===== src/rtl/lsu_pkg.sv =====
// Shared definitions for the LSU bus bridge: length codes, FSM states,
// the bus request payload and the store lane helpers.
package lsu_pkg;

  localparam int unsigned DATA_W = 32;

  localparam logic [1:0] LEN_NONE = 2'b00;
  localparam logic [1:0] LEN_BYTE = 2'b01;
  localparam logic [1:0] LEN_HALF = 2'b10;
  localparam logic [1:0] LEN_WORD = 2'b11;

  typedef enum logic [1:0] {
    ST_IDLE = 2'b00,
    ST_REQ  = 2'b01,
    ST_WAIT = 2'b10,
    ST_DONE = 2'b11
  } state_e;

  typedef struct packed {
    logic              write;
    logic [DATA_W-1:0] addr;
    logic [DATA_W-1:0] wdata;
    logic [3:0]        wstrb;
  } bus_req_t;

  function automatic logic [3:0] strobe_gen(input logic [1:0] len, input logic [1:0] off);
    case (len)
      LEN_BYTE: return 4'(4'b0001 << off);
      LEN_HALF: return 4'(4'b0011 << off);
      LEN_WORD: return 4'b1111;
      default:  return 4'b0000;
    endcase
  endfunction

  function automatic logic misaligned(input logic [1:0] len, input logic [1:0] off);
    return ((len == LEN_HALF) && off[0]) || ((len == LEN_WORD) && (off != 2'b00));
  endfunction

  // Replicate the right-justified store value across all lanes it may land on.
  function automatic logic [DATA_W-1:0] store_lanes(input logic [1:0] len, input logic [DATA_W-1:0] data);
    case (len)
      LEN_BYTE: return {4{data[7:0]}};
      LEN_HALF: return {2{data[15:0]}};
      default:  return data;
    endcase
  endfunction

endpackage


===== src/rtl/lsu_load_align.sv =====
// Load lane select and sign/zero extension of a returned bus word.
module lsu_load_align
  import lsu_pkg::*;
(
  input  logic [DATA_W-1:0] rdata,
  input  logic [1:0]        offset,
  input  logic [1:0]        length,
  input  logic              is_signed,
  output logic [DATA_W-1:0] result_c
);

  logic [7:0]  byte_c;
  logic [15:0] half_c;

  always_comb begin
    byte_c   = 8'h00;
    half_c   = offset[1] ? rdata[31:16] : rdata[15:0];
    result_c = rdata;
    case (offset)
      2'd0:    byte_c = rdata[7:0];
      2'd1:    byte_c = rdata[15:8];
      2'd2:    byte_c = rdata[23:16];
      default: byte_c = rdata[31:24];
    endcase
    case (length)
      LEN_BYTE: result_c = {{24{is_signed & byte_c[7]}}, byte_c};
      LEN_HALF: result_c = {{16{is_signed & half_c[15]}}, half_c};
      default:  result_c = rdata;
    endcase
  end

endmodule


===== src/rtl/lsu_bus_bridge.sv =====
// Load/store unit bridging the datapath's memory requests onto a valid/ready bus.
// Optional WAIT-state timeout enabled by defining LSU_TIMEOUT_EN.
module lsu_bus_bridge
  import lsu_pkg::*;
#(
  parameter int unsigned TIMEOUT_CYCLES = 255,
  parameter int unsigned ADDR_WIDTH     = 32
) (
  input  logic                  SYS_clk,
  input  logic                  SYS_reset,
  input  logic                  LSU_load_req,
  input  logic [1:0]            MEM_read_length,
  input  logic                  MEM_read_signed,
  input  logic [31:0]           MEM_read_address,
  input  logic [1:0]            MEM_write_length,
  input  logic [31:0]           MEM_write_address,
  input  logic [31:0]           MEM_write_data,
  output logic [31:0]           MEM_read_data,
  output logic                  LSU_stall,
  output logic                  LSU_fault,
  output logic [31:0]           LSU_fault_addr,
  output logic                  BUS_req_valid,
  input  logic                  BUS_req_ready,
  output logic                  BUS_req_write,
  output logic [ADDR_WIDTH-1:0] BUS_req_addr,
  output logic [31:0]           BUS_req_wdata,
  output logic [3:0]            BUS_req_wstrb,
  input  logic                  BUS_resp_valid,
  input  logic [31:0]           BUS_resp_rdata,
  input  logic                  BUS_resp_error
);

  if (ADDR_WIDTH < 2 || TIMEOUT_CYCLES == 0) begin : g_param_check
    $error("lsu_bus_bridge: ADDR_WIDTH must be >= 2 and TIMEOUT_CYCLES > 0");
  end

  state_e      state_q, state_d;
  bus_req_t    req_q, req_d;
  logic        valid_q, valid_d;
  logic [31:0] rdata_q, rdata_d;
  logic        fault_q, fault_d;
  logic [31:0] faddr_q, faddr_d;
  logic [31:0] baddr_q, baddr_d;
  logic [1:0]  len_q, len_d;
  logic        sgn_q, sgn_d;
  logic        stall_c;
  logic [31:0] align_c;
  logic        tmo_hit_c;

  // A store and a load in the same instruction never happen; store wins if they do.
  logic        is_store_c, access_c, misalign_c;
  logic [1:0]  acc_len_c;
  logic [31:0] acc_addr_c;

  assign is_store_c = (MEM_write_length != LEN_NONE);
  assign access_c   = is_store_c | LSU_load_req;
  assign acc_len_c  = is_store_c ? MEM_write_length : MEM_read_length;
  assign acc_addr_c = is_store_c ? MEM_write_address : MEM_read_address;
  assign misalign_c = misaligned(acc_len_c, acc_addr_c[1:0]);

  lsu_load_align u_align (
    .rdata     (BUS_resp_rdata),
    .offset    (baddr_q[1:0]),
    .length    (len_q),
    .is_signed (sgn_q),
    .result_c  (align_c)
  );

`ifdef LSU_TIMEOUT_EN
  localparam int unsigned TMO_W = ($clog2(TIMEOUT_CYCLES + 1) > 8) ? $clog2(TIMEOUT_CYCLES + 1) : 8;
  logic [TMO_W-1:0] tmo_q;

  assign tmo_hit_c = (tmo_q == TMO_W'(TIMEOUT_CYCLES - 1));

  // Counts completed WAIT cycles; zero whenever the FSM is outside WAIT.
  always_ff @(posedge SYS_clk or negedge SYS_reset) begin
    if (!SYS_reset) tmo_q <= '0;
    else if (state_q == ST_WAIT && state_d == ST_WAIT) tmo_q <= tmo_q + TMO_W'(1);
    else tmo_q <= '0;
  end
`else
  assign tmo_hit_c = 1'b0;
`endif

  always_ff @(posedge SYS_clk or negedge SYS_reset) begin
    if (!SYS_reset) begin
      state_q <= ST_IDLE;
      req_q   <= '0;
      valid_q <= 1'b0;
      rdata_q <= '0;
      fault_q <= 1'b0;
      faddr_q <= '0;
      baddr_q <= '0;
      len_q   <= LEN_NONE;
      sgn_q   <= 1'b0;
    end else begin
      state_q <= state_d;
      req_q   <= req_d;
      valid_q <= valid_d;
      rdata_q <= rdata_d;
      fault_q <= fault_d;
      faddr_q <= faddr_d;
      baddr_q <= baddr_d;
      len_q   <= len_d;
      sgn_q   <= sgn_d;
    end
  end

  always_comb begin
    state_d = state_q;
    req_d   = req_q;
    valid_d = valid_q;
    rdata_d = rdata_q;
    fault_d = 1'b0;
    faddr_d = faddr_q;
    baddr_d = baddr_q;
    len_d   = len_q;
    sgn_d   = sgn_q;
    stall_c = 1'b0;
    case (state_q)
      ST_IDLE: begin
        if (access_c) begin
          stall_c = 1'b1;
          baddr_d = acc_addr_c;
          len_d   = acc_len_c;
          sgn_d   = MEM_read_signed;
          if (misalign_c) begin
            state_d = ST_DONE;
            fault_d = 1'b1;
            faddr_d = acc_addr_c;
            if (!is_store_c) rdata_d = '0;
          end else begin
            state_d     = ST_REQ;
            valid_d     = 1'b1;
            req_d.write = is_store_c;
            req_d.addr  = {acc_addr_c[31:2], 2'b00};
            req_d.wdata = is_store_c ? store_lanes(acc_len_c, MEM_write_data) : '0;
            req_d.wstrb = is_store_c ? strobe_gen(acc_len_c, acc_addr_c[1:0]) : 4'b0000;
          end
        end
      end
      ST_REQ: begin
        stall_c = 1'b1;
        if (BUS_req_ready) begin
          valid_d = 1'b0;
          state_d = ST_WAIT;
        end
      end
      ST_WAIT: begin
        stall_c = 1'b1;
        if (BUS_resp_valid) begin
          state_d = ST_DONE;
          if (BUS_resp_error) begin
            fault_d = 1'b1;
            faddr_d = baddr_q;
          end
          if (!req_q.write) rdata_d = BUS_resp_error ? '0 : align_c;
        end else if (tmo_hit_c) begin
          state_d = ST_DONE;
          fault_d = 1'b1;
          faddr_d = baddr_q;
          if (!req_q.write) rdata_d = '0;
        end
      end
      ST_DONE: state_d = ST_IDLE;
      default: state_d = ST_IDLE;
    endcase
  end

  assign LSU_stall      = SYS_reset & stall_c;
  assign MEM_read_data  = rdata_q;
  assign LSU_fault      = fault_q;
  assign LSU_fault_addr = faddr_q;
  assign BUS_req_valid  = valid_q;
  assign BUS_req_write  = req_q.write;
  assign BUS_req_addr   = ADDR_WIDTH'(req_q.addr);
  assign BUS_req_wdata  = req_q.wdata;
  assign BUS_req_wstrb  = req_q.wstrb;

endmodule

===== config.mk =====
export PLATFORM = sky130hd
export DESIGN_NAME = lsu_bus_bridge
export DESIGN_NICKNAME = d
export VERILOG_FILES = /design/src/rtl/lsu_pkg.sv /design/src/rtl/lsu_load_align.sv /design/src/rtl/lsu_bus_bridge.sv
export SDC_FILE = /design/constraint.sdc
export NUM_CORES = 1
export LEC_CHECK = 0
export ABC_CLOCK_PERIOD_IN_PS = 2340
export CORE_UTILIZATION = 47
export CTS_BUF_LIST = sky130_fd_sc_hd__clkbuf_8
export DETAILED_ROUTE_END_ITERATION = 8
export MAX_ROUTING_LAYER = met4
export PLACE_DENSITY = 0.81
export SLEW_MARGIN = 20
export SYNTH_ARGS = -nofsm -noshare
export SYNTH_HDL_FRONTEND = slang
export SYNTH_SLANG_ARGS = --single-unit

===== constraint.sdc =====
create_clock -name SYS_clk -period 2.34 [get_ports SYS_clk]
set_clock_uncertainty 0.15 [all_clocks]
set_input_delay 0.585 -clock SYS_clk [delete_from_list [all_inputs] [get_ports SYS_clk]]
set_output_delay 0.585 -clock SYS_clk [all_outputs]
set_load 0.01 [all_outputs]

==> impl_metrics.env <==
export IMPL_nets=1326
export IMPL_yosysSeqAreaShare=0.531
export IMPL_drt_total_wl_um=24000
export IMPL_dp_hpwl_um=17300
export IMPL_synth_top_cell_by_area="dfrtp_1"
export IMPL_intPower_w=0.00949
export IMPL_gp_congestion=0.890
export IMPL_seqPwrFrac=0.329
export IMPL_netlist_area_um2=8010
export IMPL_leakage_nw=5.27
export IMPL_cts_tree="done"
export IMPL_die_x_um=133
export IMPL_clock_latency_ns=0.47
export IMPL_synth_edf_count=0
export IMPL_ios=275
export IMPL_timing_final_setup_violations=1
export IMPL_critical_path_max_stage_delay_ns=0.40
export IMPL_ys_async_sr_fraction=1.00
export IMPL_setup_tns_final_ns=-0.0248
export IMPL_areaGrowthSynthToFinish_pct=53.5
export IMPL_crit_buf_inv=2
export IMPL_die_y_um=133
export IMPL_final_max_slew_viol_count=0
export IMPL_place_ws_ns=-0.859
export IMPL_finish_utilization=0.742
export IMPL_crit_chain="inv_2, ha_4, o21ai_4, nor2b_4, nor3b_2, buf_4"
export IMPL_drc_errors=0
export IMPL_vias=7574
export IMPL_synthCells=839
export IMPL_antenna_found_initial=1
export IMPL_grt_pass1_vias=7305
export IMPL_initial_core_util=0.483
export IMPL_fin_crit_sh=1.01
export IMPL_antenna_left=0
export IMPL_drive_gt1_frac=0.150
export IMPL_core_um2=16600
export IMPL_critical_path_slowest_cell="dfrtp_1"
export IMPL_netlist_top_cells_area="dfrtp_1 53%, o21ai_0 7.9%, a21oi_1 6.1%"
export IMPL_pwr_share_clk=0.147
export IMPL_grt_pass1_wl_um=37900
export IMPL_worstMarginPinSlew_ns=0.899
export IMPL_drv_cap=0
export IMPL_firstDrtPassIters=5
export IMPL_grt_max_degree=73
export IMPL_combPwrFrac=0.525
export IMPL_outcome="finished, violations left"
export IMPL_setup_ws_ns=-0.0248
export IMPL_netlist_area_leader_share=0.531
export IMPL_clock_sinks=170
export IMPL_cts_root_buf="clkbuf_8"
export IMPL_ys_seq_elements=170
export IMPL_hp_class="register to register"
export IMPL_hold_viol=0
export IMPL_setup_worst_path_end_class="output pin"
export IMPL_grtUsageTotal=0.282
export IMPL_wl_per_cell_um=17.0
export IMPL_cp_data_arrival_time_ns=1.63
export IMPL_ys_flop_type="dfrtp_1"
export IMPL_ys_warnings_count=0
export IMPL_syn_avg_cell_area_um2=9.55
export IMPL_crit_family="flip-flops"
export IMPL_ir_drop_mv=0.657
export IMPL_required_ns=1.60
export IMPL_grt_setup_unrepaired="true"
export IMPL_clock_fmax_mhz=423
export IMPL_ctsLongestPathBuffers=2
export IMPL_path_class="register to output pin"
export IMPL_p_per_area_nw_per_um2=1250
export IMPL_power_switching_w=0.00587
export IMPL_htree_levels=4
export IMPL_cp_max_fo=2
export IMPL_failed_checks="negative setup slack"
export IMPL_grt_ovfl_total=0
export IMPL_clk_pin_slew_worst_paths_ns=0.09
export IMPL_fp_dieArea_um2=17600
export IMPL_viasPerCell=5.37
export IMPL_num_rows=47
export IMPL_finalPower_w=0.0154
export IMPL_cp_start_kind="register"
export IMPL_slew_limit_headroom=0.401
export IMPL_p_sw_frac=0.382
export IMPL_cts_buffers=17
export IMPL_post_route_min_period_ns=2.36
export IMPL_numPortBuffers=272
export IMPL_timing_hold_ws_ns=0.335
export IMPL_drt_iter0_markers=376
export IMPL_synth_cell_types=50
Yosys cell counts, types with 2 or more instances:
cell type  instances
a211oi_1           2
a21o_1             3
a21oi_1           98
a221o_1            8
a221oi_1          15
a22o_1             9
a31oi_1            2
buf_2             19
buf_4              8
clkbuf_1          33
dfrtp_1          170
ha_1              10
inv_1             22
mux2_2             3
mux2i_1           40
nand2_1           85
nand2b_1           4
nand3_1            4
nor2_1            91
nor2b_1            5
nor3b_1            9
o21ai_0          127
o21ai_1           17
o2bb2ai_1         28
or2_1              2
area by class of cell:
| class | count | area (um^2) |
|---|---|---|
| antenna | 1 | 2.50 |
| clock buffer | 18 | 248 |
| clock inverter | 14 | 180 |
| fill | 1228 | 4290 |
| inverter | 23 | 98.8 |
| multi-input combinational | 585 | 3520 |
| sequential | 170 | 4250 |
| tap | 220 | 275 |
| timing repair buffer | 380 | 3720 |
worst paths after layout:
kind | start | to | slack [ns] | cells after the start
min reg2reg | baddr_q[27] | baddr_q[27] | 0.34 | 2
max in group asynchronous | SYS_reset | BUS_req_wdata[5] | 0.43 | 4
min in group asynchronous | SYS_reset | MEM_read_data[9] | 0.51 | 3
max | state_q[1] | LSU_stall | -0.02 | 6
min | baddr_q[27] | baddr_q[27] | 0.34 | 2
max reg2reg | state_q[0] | LSU_fault_addr[0] | 0.19 | 8
power groups by stage:
stage	combinational, W	sequential [W]	clock (W)
floorplan	0.00337	0.00548	0
global route	0.00874	0.00522	0.00242
CTS	0.00797	0.00505	0.00229
detailed placement	0.00769	0.00508	0
finish	0.00806	0.00505	0.00226
global placement	0.00749	0.00503	0
flip-flops by register name (all words and copies together) (netlist names):
register / cells
BUS_req_valid: 1
BUS_req_write: 1
baddr_q: 32
sgn_q: 1
len_q: 2
state_q: 2
BUS_req_wdata: 32
LSU_fault_addr: 32
BUS_req_wstrb: 4
LSU_fault: 1
MEM_read_data: 32
BUS_req_addr: 30
worst reg2reg max path, delay by kind of cell (launching register included):
| kind | cells | cell delay [ns] |
|---|---|---|
| flops | 1 | 0.37 |
| simple gates | 2 | 0.42 |
| compound gates | 2 | 0.50 |
| buf+inv | 3 | 0.38 |
| fa+ha+maj | 1 | 0.22 |
through the flow:
step / cells / cell area (um^2)
floorplan: 840 / 8090
global placement: 1362 / 11600
detailed placement: 1362 / 11600
CTS: 1405 / 12200
global route: 1411 / 12300
finish: 1411 / 12300
what timing repair did:
action / in CTS / in global routing
resized for setup: 34 / 10
hold buffers: 1 / 0
buffers inserted: 9 / 3
endpoints found under the hold margin: 8 / 0
gates cloned: 1 / 2
pin swaps: 11 / 9
endpoints found under the setup margin: 134 / 130
metal layers:
layer	GRT usage	vias to the layer above	wire length [um]
met5	-	-	0
met4	0.107	0	654
met3	0.0602	46	1360
met2	0.468	244	12100
met1	0.337	3647	9920
li1	-	3637	-
cells by family (layout without fill, tap and decap cells):
kind of cell / count (synthesis) / after routing / synth area share
DFF: 170 / 170 / 0.531
adders and majority gates: 10 / 10 / 0.0156
other: 1 / 3 / 0.000468
buffers and inverters: 85 / 435 / 0.0475
and+or+nand+nor: 208 / 208 / 0.109
muxes: 44 / 44 / 0.0570
AOI/OAI and AO/OA: 321 / 321 / 0.239
layout by cell type, fill, tap and decap left out, drive strengths merged, types with 15 or more instances in the layout:
master	netlist	routed
clkdlybuf4s50	0	265
dfrtp	170	170
o21ai	145	145
buf	29	108
a21oi	100	100
nor2	92	92
nand2	85	85
mux2i	40	40
inv	22	29
o2bb2ai	28	28
clkbuf	33	22
a221oi	15	15
(Power assumes the default switching activity.)
